$ cat config.mk
export PLATFORM = sky130hd
export DESIGN_NAME = her_ingress_queue_flat
export DESIGN_NICKNAME = d
export VERILOG_FILES = /design/src/rtl/her_ingress_queue_if.sv /design/src/rtl/her_ingress_queue.sv /design/src/flat_wrapper.sv
export SDC_FILE = /design/constraint.sdc
export NUM_CORES = 1
export LEC_CHECK = 0
export ABC_CLOCK_PERIOD_IN_PS = 9400
export CORE_MARGIN = 4
export CORE_UTILIZATION = 57
export DETAILED_ROUTE_END_ITERATION = 16
export PLACE_DENSITY = 0.88
export SLEW_MARGIN = 20
export SYNTH_ARGS = -nofsm -noshare
export SYNTH_HDL_FRONTEND = slang
export SYNTH_SLANG_ARGS = --single-unit
$ cat constraint.sdc
create_clock -name clk_i -period 9.4 [get_ports clk_i]
set_input_delay 1.88 -clock clk_i [delete_from_list [all_inputs] [get_ports clk_i]]
set_output_delay 1.88 -clock clk_i [all_outputs]
set_load 0.005 [all_outputs]
$ cat src/rtl/her_ingress_queue_if.sv
// Descriptor types and the three handshake channels (ingress, scheduler, feedback)
// that connect the HER ingress queue to the packet source, scheduler and handlers.
package her_ingress_pkg;
   typedef struct packed {
      logic [15:0] her_size;
      logic [9:0]  msgid;
      logic        eom;
      logic [31:0] mpq_meta;
   } her_descr_t;

   typedef struct packed {
      logic [15:0] pkt_size;
      logic [9:0]  msgid;
   } feedback_descr_t;
endpackage

interface her_ingress_queue_if;
   import her_ingress_pkg::*;

   logic            her_valid;
   logic            her_ready;
   her_descr_t      her_descr;
   logic            sched_valid;
   logic            sched_ready;
   her_descr_t      sched_descr;
   logic            feedback_valid;
   logic            feedback_ready;
   feedback_descr_t feedback;

   // Environment side: packet source, scheduler and handler completions.
   modport master (
      output her_valid, her_descr, sched_ready, feedback_valid, feedback,
      input  her_ready, sched_valid, sched_descr, feedback_ready
   );

   modport slave (
      input  her_valid, her_descr, sched_ready, feedback_valid, feedback,
      output her_ready, sched_valid, sched_descr, feedback_ready
   );
endinterface

$ cat src/rtl/her_ingress_queue.sv
// HER ingress queue: buffers descriptors from the packet source, forwards them to the
// scheduler under in-flight and byte-credit limits, and flags end-of-stream drain.
module her_ingress_queue
   import her_ingress_pkg::*;
#(
   parameter int FIFO_DEPTH   = 8,
   parameter int MAX_INFLIGHT = 32,
   parameter int PKT_MEM_SIZE = 4194304,
   parameter int MAX_PKT_SIZE = 2048
) (
   input  logic                                clk_i,
   input  logic                                rst_i,
   input  logic                                pspin_active_i,
   input  logic                                eos_i,
   her_ingress_queue_if.slave                  link,
   output logic [$clog2(MAX_INFLIGHT+1)-1:0]   inflight_o,
   output logic [$clog2(PKT_MEM_SIZE+1)-1:0]   bytes_used_o,
   output logic [31:0]                         num_pkts_o,
   output logic [31:0]                         num_feedbacks_o,
   output logic                                drained_o,
   output logic                                err_o
);
   localparam int AW  = $clog2(FIFO_DEPTH);
   localparam int IW  = $clog2(MAX_INFLIGHT+1);
   localparam int IW1 = IW + 1;
   localparam int BYW = $clog2(PKT_MEM_SIZE+1);
   localparam int BW  = BYW + 1;
   localparam logic [BYW-1:0] BYTE_LIMIT = BYW'(PKT_MEM_SIZE - MAX_PKT_SIZE);
   localparam logic [IW-1:0]  INFLIGHT_CAP = IW'(MAX_INFLIGHT);

   typedef enum logic [1:0] {IDLE, RUN, DRAIN, DONE} state_t;

   state_t     state, state_next;
   logic       ingress_open;
   logic [AW:0] wr_ptr, rd_ptr;
   her_descr_t mem [FIFO_DEPTH];
   logic       fifo_empty, fifo_full;
   logic       accept, forward, fb;
   logic [BW-1:0]  bytes_gain, fb_size, bytes_calc;
   logic [IW1-1:0] inflight_gain, inflight_calc;
   logic       byte_underflow, inflight_underflow;
   logic       unused_fb_msgid;

   assign unused_fb_msgid = ^link.feedback.msgid;

   assign fifo_empty = (wr_ptr == rd_ptr);
   assign fifo_full  = (wr_ptr[AW] != rd_ptr[AW]) && (wr_ptr[AW-1:0] == rd_ptr[AW-1:0]);

   assign accept  = link.her_valid & link.her_ready;
   assign forward = link.sched_valid & link.sched_ready;
   assign fb      = link.feedback_valid;

   assign link.feedback_ready = 1'b1;
   assign link.sched_valid    = !fifo_empty && (inflight_o < INFLIGHT_CAP);
   assign link.sched_descr    = fifo_empty ? '0 : mem[rd_ptr[AW-1:0]];

   always_ff @(posedge clk_i or posedge rst_i) begin
      if (rst_i) state <= IDLE;
      else       state <= state_next;
   end

   always_comb begin
      state_next = state;
      case (state)
         IDLE:    if (pspin_active_i) state_next = RUN;
         RUN:     if (eos_i) state_next = DRAIN;
         DRAIN:   if (fifo_empty && (inflight_o == '0)) state_next = DONE;
         DONE:    state_next = DONE;
         default: state_next = IDLE;
      endcase
   end

   // Ready depends only on registered state, never on the incoming valid/descriptor.
   always_comb begin
      ingress_open   = (state == RUN) || (state == DRAIN);
      link.her_ready = ingress_open && !fifo_full && (bytes_used_o <= BYTE_LIMIT);
   end

   always_ff @(posedge clk_i) begin
      if (accept) mem[wr_ptr[AW-1:0]] <= link.her_descr;
   end

   // All events of a cycle fold into one update; a negative result saturates to zero.
   always_comb begin
      bytes_gain         = {1'b0, bytes_used_o} + (accept ? BW'(link.her_descr.her_size) : '0);
      fb_size            = fb ? BW'(link.feedback.pkt_size) : '0;
      bytes_calc         = (fb_size > bytes_gain) ? '0 : (bytes_gain - fb_size);
      byte_underflow     = fb && (32'(link.feedback.pkt_size) > 32'(bytes_used_o));
      inflight_gain      = {1'b0, inflight_o} + IW1'(forward);
      inflight_calc      = (fb && (inflight_gain == '0)) ? '0 : (inflight_gain - IW1'(fb));
      inflight_underflow = fb && (inflight_o == '0);
   end

   always_ff @(posedge clk_i or posedge rst_i) begin
      if (rst_i) begin
         wr_ptr          <= '0;
         rd_ptr          <= '0;
         inflight_o      <= '0;
         bytes_used_o    <= '0;
         num_pkts_o      <= '0;
         num_feedbacks_o <= '0;
         drained_o       <= 1'b0;
         err_o           <= 1'b0;
      end else begin
         if (accept)  wr_ptr <= wr_ptr + 1'b1;
         if (forward) rd_ptr <= rd_ptr + 1'b1;
         inflight_o      <= inflight_calc[IW-1:0];
         bytes_used_o    <= bytes_calc[BYW-1:0];
         num_pkts_o      <= num_pkts_o + 32'(forward);
         num_feedbacks_o <= num_feedbacks_o + 32'(fb);
         drained_o       <= drained_o | (state == DONE);
         err_o           <= err_o | byte_underflow | inflight_underflow;
      end
   end
endmodule

$ cat src/flat_wrapper.sv
// flat-port wrapper written by rule: the top's interface ports become plain ports
module her_ingress_queue_flat import her_ingress_pkg::*;
#(
   parameter int FIFO_DEPTH   = 8,
   parameter int MAX_INFLIGHT = 32,
   parameter int PKT_MEM_SIZE = 4194304,
   parameter int MAX_PKT_SIZE = 2048
)
  (clk_i, rst_i, pspin_active_i, eos_i, inflight_o, bytes_used_o, num_pkts_o, num_feedbacks_o, drained_o, err_o, link_her_valid, link_her_descr, link_sched_ready, link_feedback_valid, link_feedback, link_her_ready, link_sched_valid, link_sched_descr, link_feedback_ready);
  her_ingress_queue_if link_i ();
  input  logic clk_i;
  input  logic rst_i;
  input  logic pspin_active_i;
  input  logic eos_i;
  output logic [$clog2(MAX_INFLIGHT+1)-1:0] inflight_o;
  output logic [$clog2(PKT_MEM_SIZE+1)-1:0] bytes_used_o;
  output logic [31:0] num_pkts_o;
  output logic [31:0] num_feedbacks_o;
  output logic drained_o;
  output logic err_o;
  input wire logic [$bits(link_i.her_valid)-1:0] link_her_valid;
  input wire logic [$bits(link_i.her_descr)-1:0] link_her_descr;
  input wire logic [$bits(link_i.sched_ready)-1:0] link_sched_ready;
  input wire logic [$bits(link_i.feedback_valid)-1:0] link_feedback_valid;
  input wire logic [$bits(link_i.feedback)-1:0] link_feedback;
  output wire logic [$bits(link_i.her_ready)-1:0] link_her_ready;
  output wire logic [$bits(link_i.sched_valid)-1:0] link_sched_valid;
  output wire logic [$bits(link_i.sched_descr)-1:0] link_sched_descr;
  output wire logic [$bits(link_i.feedback_ready)-1:0] link_feedback_ready;
  assign link_i.her_valid = link_her_valid;
  assign link_i.her_descr = link_her_descr;
  assign link_i.sched_ready = link_sched_ready;
  assign link_i.feedback_valid = link_feedback_valid;
  assign link_i.feedback = link_feedback;
  assign link_her_ready = link_i.her_ready;
  assign link_sched_valid = link_i.sched_valid;
  assign link_sched_descr = link_i.sched_descr;
  assign link_feedback_ready = link_i.feedback_ready;
  her_ingress_queue #(.FIFO_DEPTH(FIFO_DEPTH), .MAX_INFLIGHT(MAX_INFLIGHT), .PKT_MEM_SIZE(PKT_MEM_SIZE), .MAX_PKT_SIZE(MAX_PKT_SIZE)) u_core (.clk_i(clk_i), .rst_i(rst_i), .pspin_active_i(pspin_active_i), .eos_i(eos_i), .link(link_i), .inflight_o(inflight_o), .bytes_used_o(bytes_used_o), .num_pkts_o(num_pkts_o), .num_feedbacks_o(num_feedbacks_o), .drained_o(drained_o), .err_o(err_o));
endmodule
==> impl_summary.log, run 1 <==
[metrics] number of placed I/O pins: 249
[metrics] Yosys warning count: 0
[metrics] x dimension of the die: 219 microns
[metrics] insertion delay of the later-clocked pin in the worst-skew pair: 620 ps
[metrics] share of layout cells above drive strength 1: about 13%
[metrics] cell breakdown of the critical path: clkdlybuf4s50_1 -> and2_0 -> nand2_1 -> inv_1 -> ha_1 -> a211oi_1 -> nor2_1 -> o31ai_4 -> a21boi_0 -> o21ai_0 -> a21boi_0 -> mux2i_1 -> or2_2 -> ha_1 -> o2111ai_1 -> a31oi_1 -> nand4_1 -> nor4b_4 -> buf_4 -> and3b_1
[metrics] area of the die: 47900 sq um
[metrics] clock sink count: 577
[metrics] TritonCTS clock tree: yes
[metrics] count of hold buffers inserted by post-cts repair: 0
[metrics] biggest fanout along the worst timing path: 16
[metrics] setup bufs post-CTS: 0
[metrics] total leakage power: ~0.011 uW
[metrics] Tcrit/Tclk final: roughly three quarters
[metrics] WP data required: 9910 ps
[metrics] starting utilization of the core area: 57.5%
[metrics] DRT antenna net count: 0
[metrics] Power Dens Cells: 304 nW/um^2
[metrics] measured slew at the worst slew-check pin: roughly 1100 ps
[metrics] Achievable Freq: ~0.14 GHz
[metrics] H-tree levels: 2
[metrics] via count: roughly 15000
[metrics] setup repair after global routing missed its margin: no
[metrics] Inserted Clock Buffers: 55
[metrics] global-route usage over all layers: 25.4%
[metrics] flop-to-flop setup slack: 2570 ps
[metrics] CTS max path bufs: 3
[metrics] standard cell with the maximum stage delay on the critical path: clkdlybuf4s50_1
[metrics] fraction of the yosys area taken by sequential cells: 66.2%
[metrics] cell area reported after detailed placement: 28400 sq um
[metrics] final-report setup violation count: 0
[metrics] worst setup slack after placement: 1900 ps
[metrics] row count: 77
[metrics] Worst path max stage delay: 740 ps
[metrics] source of the worst register-to-register timing path: u_core.rd_ptr[1]
[metrics] library cells used by synthesis: between 60 and 70
[metrics] maximum number of pins on one net before global-route repair: 79
[metrics] CP Capture Type: register
[metrics] category of the worst setup path launch point: input pin
[metrics] detailed-route DRC error count: 0
[metrics] final setup margin: 2330 ps
[metrics] CP startpoint: link_her_valid
[metrics] WL per Instance: 24.0 microns
[metrics] DR vias/cell: slightly above 6
[metrics] initial antenna violation count: 5
[metrics] Clk Tree Root Cell: clkbuf_16
[metrics] Final Max Tran Viols: 0
[metrics] Rel. slew slack: approximately 30%
[metrics] post-synthesis register bit count: 577
[metrics] FF-to-FF path depth: 22
[metrics] sum of routed wire length over all layers: 59900 microns
[metrics] worst vdd ir: 172 uV
[metrics] die outline height: 219 microns
[metrics] WS Path Type: in -> reg
[metrics] number of nets in the finished design: 2021
[metrics] Max-cap violations: 0
[metrics] final-report hold violation count: 0
[metrics] end of the critical path: u_core.bytes_used_o[7]
[metrics] Core Box Area: 44100 sq um
[metrics] worst min-delay path class: reg -> reg
[metrics] number of DRC markers in iteration 0: 1298
[metrics] number of global-route vias before repair: 15700
[metrics] EDFF count, synth: 472
[metrics] final setup TNS: 0 ps
[metrics] Post-synth ARST share: between 10% and 20%
[metrics] number of nets in the synthesized netlist: 1770
[metrics] drt first pass iters: 5
[metrics] Critical R2R Capture: u_core.bytes_used_o[7]
[metrics] final period demand of the worst path: around 7100 ps
[metrics] PortBufs: 237
[metrics] Final Hold Slack: 477 ps
[metrics] final design area excluding fillers: 30400 sq um
[metrics] critical path data arrival time: approximately 7600 ps
[metrics] grt ovf: 0
[metrics] global-route wire length before repair: 93200 microns
[metrics] clock slew seen by the registers of the worst setup and hold paths: 60 ps
[metrics] signed area change from the synthesized netlist to the final layout: 19.7%
[metrics] top flip-flop cell by instance count after synthesis: edfxtp_1
[metrics] status: finished clean
[metrics] Mapped Area: 25400 sq um
[metrics] count of mapped cells out of synthesis: 1597
[metrics] number of fill cells: 2943
[metrics] routability congestion estimate: between 0.9 and 1
[metrics] number of gates given a new drive strength after cts: 0
[metrics] Worst Skew: 36.1 ps
[metrics] Avg Cell Area, Syn: 15.9 sq um
[metrics] HPWL reported at the end of detailed placement: about 37000 microns
per-layer routing:
| metal | part of all wire (%) | global-route usage (%) | vias to the layer above | routed length (microns) |
|---|---|---|---|---|
| li1 | - | - | 6629 | - |
| met1 | 39 | 34.0 | 7732 | 23200 |
| met2 | 51 | 43.1 | 610 | 30800 |
| met3 | 6.7 | 4.71 | 124 | 3990 |
| met4 | 3.1 | 7.84 | 2 | 1850 |
| met5 | 0.022 | 0 | - | 13 |
sequential cells by signal (all words and copies together) (netlist names), 2 cells and up:
register / flops
u_core.bytes_used_o: 23
u_core.inflight_o: 6
u_core.mem: 472
u_core.num_feedbacks_o: 32
u_core.num_pkts_o: 32
u_core.rd_ptr: 4
u_core.state: 2
u_core.wr_ptr: 4
power breakdown:
| part | internal [uW] | total [uW] | switching [uW] |
|---|---|---|---|
| registers | 3010 | 3340 | 336 |
| logic | 1800 | 3560 | 1750 |
| clock network | 1360 | 2320 | 958 |
cells in the mapped netlist, types with 4 or more instances:
master	number	area [sq um]
xnor2_1	68	596
a21oi_1	43	215
and3_1	27	169
mux2i_1	63	631
nand3_1	36	180
o21ai_0	31	155
nand4_1	29	181
buf_2	5	25.0
nor4b_1	4	35.0
inv_1	63	236
o21a_1	8	60.1
dfrtp_1	105	2630
a21o_1	9	67.6
o2111ai_1	5	43.8
ha_1	79	988
nor3b_1	4	30.0
a211oi_1	7	52.6
nor4_1	6	37.5
or2_2	7	43.8
nor2b_1	8	50.1
edfxtp_1	472	14200
nand2_1	73	274
xor2_1	41	359
nor3_1	25	125
buf_1	23	86.3
or3_1	8	50.1
mux4_2	118	2660
o211ai_1	6	45.0
clkbuf_1	29	109
nor2_1	132	495
nand2b_1	9	56.3
cells in the final DEF (no fill, tap or decap), types with 5 or more instances in the layout:
cell,Yosys,routed
nand2b_1,9,9
a211oi_1,7,7
nor2b_1,8,8
bufinv_16,0,9
o21ai_0,31,31
ha_1,79,79
o211ai_1,6,6
or3_1,8,8
nor4_1,6,5
nor2_1,132,130
or2_2,7,7
o2111ai_1,5,5
inv_1,63,62
clkinv_2,0,8
xnor2_1,68,68
clkdlybuf4s50_1,0,237
buf_4,3,15
and3_1,27,27
nand4_1,29,29
nor3_1,25,23
mux2i_1,63,63
nand2_1,73,73
a21o_1,9,9
mux4_2,118,118
o21a_1,8,8
clkinv_1,0,8
edfxtp_1,472,472
xor2_1,41,41
dfrtp_1,105,102
nand3_1,36,36
clkbuf_1,29,12
clkbuf_16,0,55
a21oi_1,43,43
worst max-delay path, delay by kind of cell:
family	cells	cell delay, ps
AND/OR/NAND/NOR	7	2080
AO/OA/AOI/OAI	7	1610
multiplexers	1	180
buffers and inverters	3	1150
adder cells (fa/ha/maj)	2	680
how the worst min path moves through the flow:
stage / startpoint / endpoint / slack [ps] / cells past startpoint
finish: u_core.drained_o / u_core.drained_o / 480 / 1
global route: u_core.wr_ptr[3] / u_core.wr_ptr[3] / 500 / 1
CTS: u_core.drained_o / u_core.drained_o / 480 / 1
detailed placement: u_core.drained_o / u_core.drained_o / 460 / 1
global placement: u_core.drained_o / u_core.drained_o / 450 / 1
floorplan: u_core.wr_ptr[3] / u_core.wr_ptr[3] / 460 / 1
per-stage QoR:
step	std cells	power, uW	utilization (%)
2_1_floorplan	1597	5460	-
3_3_place_gp	2383	6800	64.4
3_5_place_dp	2383	6920	64.4
4_1_cts	2485	9280	68.8
5_1_grt	2489	9740	68.8
6_report	2489	9220	68.8
final cells by class:
class	instances	area, sq um	area share [%]
Clock inverter	31	444	1.46
Antenna cell	4	10.0	0.0330
Timing Repair Buffer	254	2510	8.26
Multi-Input combinational cell	897	8140	26.8
Inverter	63	239	0.787
Sequential cell	577	16800	55.4
Clock buffer	71	1480	4.86
Tap cell	592	741	2.44
kinds of logic after synthesis:
logic type	after synthesis	synth area share [%]
other	1	0.0148
AOI/OAI and AO/OA	142	3.68
muxes	183	13.1
and+or+nand+nor	381	7.30
buffers and inverters	123	1.89
adders and majority gates	81	4.05
DFF	577	66.2
xor gates and xnor gates	109	3.76
Note: power is estimated with default switching activity, not from simulation.
==> inputs of run 2 (changes only) <==
- ABC_CLOCK_PERIOD_IN_PS: 9400 -> 7100
- clock period: 9.4 -> 7.1 ns (I/O delays scaled with it)
==> impl_summary.log, run 2 (synthesis gave the netlist of run 1 again) <==
[metrics] PortBufs: 237 (unchanged)
[metrics] global-route usage over all layers: 24.8% (-0.66 points)
[metrics] routability congestion estimate: 0.927 (-1.8%)
[metrics] number of flip-flops in the largest register: 472 (unchanged)
[metrics] Core Box Area: 44100 sq um (unchanged)
[metrics] clock slew seen by the registers of the worst setup and hold paths: 60 ps (about the same)
[metrics] critical path data arrival time: 6880 ps (-700 ps)
[metrics] final-report hold violation count: 0 (unchanged)
[metrics] CTS max path bufs: 3 (unchanged)
[metrics] share of layout cells above drive strength 1: 13.3% (+0.35 points)
[metrics] worst vdd ir: 263 uV (+53%)
[metrics] status: finished clean
[metrics] final setup margin: 751 ps (-1580 ps)
[metrics] global-route wire length before repair: 91000 microns (-2.4%)
[metrics] most frequent standard cell in the layout excluding fill and tap cells: edfxtp_1
[metrics] area of the die: 47900 sq um (unchanged)
[metrics] CP Capture Type: register
[metrics] combinational fraction of design power: 40.8% (+2.2 points)
[metrics] number of nets in the finished design: 2032 (+0.54%)
[metrics] row count: 77 (unchanged)
[metrics] drt first pass iters: 5 (unchanged)
[metrics] setup bufs post-CTS: 0 (unchanged)
[metrics] HPWL reported at the end of detailed placement: 36200 microns (-0.96%)
[metrics] H-tree levels: 2 (unchanged)
[metrics] relative contribution of the clock network to total power: 23.8% (-1.4 points)
[metrics] signed area change from the synthesized netlist to the final layout: 19.5%
[metrics] Tcrit/Tclk final: 89.4%
[metrics] number of placed I/O pins: 249 (unchanged)
[metrics] worst hold stages: 1 (unchanged)
[metrics] Rel. slew slack: 34.5% (+4.9 points)
[metrics] number of gates given a new drive strength after cts: 0 (unchanged)
[metrics] Clk Tree Root Cell: clkbuf_16
[metrics] grt ovf: 0 (unchanged)
[metrics] count of hold buffers inserted by post-cts repair: 0 (unchanged)
[metrics] Switch Pwr: 3990 uW (+31%)
[metrics] worst setup slack after placement: 431 ps (-1460 ps)
[metrics] commonest cells after routing, fill and taps aside: edfxtp_1, clkdlybuf4s50_1, nor2_1, mux4_2, dfrtp_1
[metrics] measured slew at the worst slew-check pin: 980 ps (-70.7 ps)
[metrics] via count: 15100 (-0.12%)
[metrics] final period demand of the worst path: between 6000 and 7000 ps
[metrics] TritonCTS clock tree: yes
[metrics] Power Dens Cells: 396 nW/um^2 (+30%)
[metrics] starting utilization of the core area: 57.5% (unchanged)
[metrics] WP data required: 7630 ps (-2280 ps)
[metrics] DR vias/cell: 6.03 (-0.56%)
[metrics] x dimension of the die: 219 microns (unchanged)
[metrics] Final Max Tran Viols: 0 (unchanged)
[metrics] Pint: 8010 uW (+30%)
[metrics] detailed-route DRC error count: 0 (unchanged)
[metrics] Switching Share: 33.2% (+0.20 points)
[metrics] maximum number of pins on one net before global-route repair: 122 (+54%)
[metrics] number of fill cells: 2878 (-2.2%)
[metrics] initial antenna violation count: 6 (+1)
[metrics] Max-cap violations: 0 (unchanged)
[metrics] category of the worst setup path launch point: register
[metrics] die outline height: 219 microns (unchanged)
[metrics] sum of routed wire length over all layers: 58900 microns (-1.6%)
[metrics] sequential share of power: 35.5% (-0.7 points)
[metrics] total leakage power: 0.0110 uW (about the same)
[metrics] FF-to-FF path depth: 25 (+14%)
[metrics] insertion delay of the later-clocked pin in the worst-skew pair: 600 ps (-20 ps)
[metrics] Inserted Clock Buffers: 54 (-1.8%)
[metrics] worst min-delay path class: reg -> reg
[metrics] biggest fanout along the worst timing path: 9 (-7)
[metrics] number of global-route vias before repair: 15700 (-0.14%)
[metrics] Worst Skew: 13.5 ps (-22.6 ps)
[metrics] final-report setup violation count: 0 (unchanged)
[metrics] WS Path Type: reg -> reg
[metrics] setup repair after global routing missed its margin: no
[metrics] WL per Instance: 23.6 microns (-2.0%)
[metrics] Achievable Freq: 0.158 GHz
[metrics] number of DRC markers in iteration 0: 1501 (+16%)
[metrics] final setup TNS: 0 ps (unchanged)
[metrics] clock sink count: 577 (unchanged)
[metrics] DRT antenna net count: 0 (unchanged)
[run 2: cell count changes in the layout (fill, tap and decap cells not counted), sizes merged]
cell      delta
clkinvlp     +2
clkinv       +9
bufinv       -3
buf         +12
clkbuf      -10
inv          +1
[run 2: worst paths after layout]
kind,slack [ps],start,end
max reg2reg,750,u_core.bytes_used_o[19],u_core.bytes_used_o[20]
min reg2reg,480,u_core.num_feedbacks_o[31],u_core.num_feedbacks_o[31]
min,480,u_core.num_feedbacks_o[31],u_core.num_feedbacks_o[31]
max in group asynchronous,4630,rst_i,u_core.num_pkts_o[13]
min in group asynchronous,1290,rst_i,u_core.num_pkts_o[1]
max,750,u_core.bytes_used_o[19],u_core.bytes_used_o[20]
[run 2: layer usage]
metal	vias to the layer above	track usage (%)	wire (microns)
met5	-	0	23
met2	614	42.1	30300
met3	133	4.50	3850
met1	7675	32.3	22600
met4	4	9.00	2160
li1	6653	-	-
[run 2: critical path, stage by stage (launching register included)]
cell and delay (ps):
dfrtp_1 540, and2_1 250, nand3_1 110, nor3_1 430, a221oi_1 180, and2_0 300
nand2_1 170, inv_1 60, ha_1 290, a211oi_1 230, nor2_1 130, o21a_1 180
nor2_1 160, o21bai_1 80, a21oi_1 210, o21ai_0 200, xor2_1 210, ha_1 420
a21o_1 210, a21oi_1 170, o21a_1 130, nor3_1 60, a2111oi_0 630, o211ai_1 310
or4_1 450, a21oi_1 160
[run 2: layout make-up]
class	count	area [sq um]	area share, %
inverters	63	239	0.789
clock inverters	40	364	1.20
repair buffers	266	2630	8.67
clock buffers	61	1380	4.55
flip-flops and latches	577	16800	55.5
multi-input cells	897	8140	26.8
well taps	592	741	2.44
diodes	4	10.0	0.0330
[run 2: power by group through the flow]
stage / registers (uW) / clock network [uW] / logic [uW]
floorplan: 4220 / 0 / 3010
global placement: 4300 / 0 / 4730
detailed placement: 4320 / 0 / 4860
CTS: 4250 / 2900 / 4910
global route: 4280 / 3060 / 5330
finish: 4260 / 2850 / 4890
[run 2: stage by stage]
| stage | total power [uW] | area (sq um) | util [%] | hold WS (ps) | std cells |
|---|---|---|---|---|---|
| after floorplan | 7230 | 25400 | - | 460 | 1597 |
| after global placement | 9030 | 28500 | 64.6 | 455 | 2394 |
| after detailed placement | 9180 | 28500 | 64.6 | 461 | 2394 |
| after CTS | 12100 | 30300 | 68.6 | 480 | 2495 |
| after global routing | 12700 | 30300 | 68.7 | 495 | 2500 |
| final | 12000 | 30300 | 68.7 | 478 | 2500 |
==> inputs of run 3 (changes only) <==
- SKIP_CTS_REPAIR_TIMING: not set -> 1
==> results of run 3 <==
Final layout, timing and power as in run 2 (identical DEF).
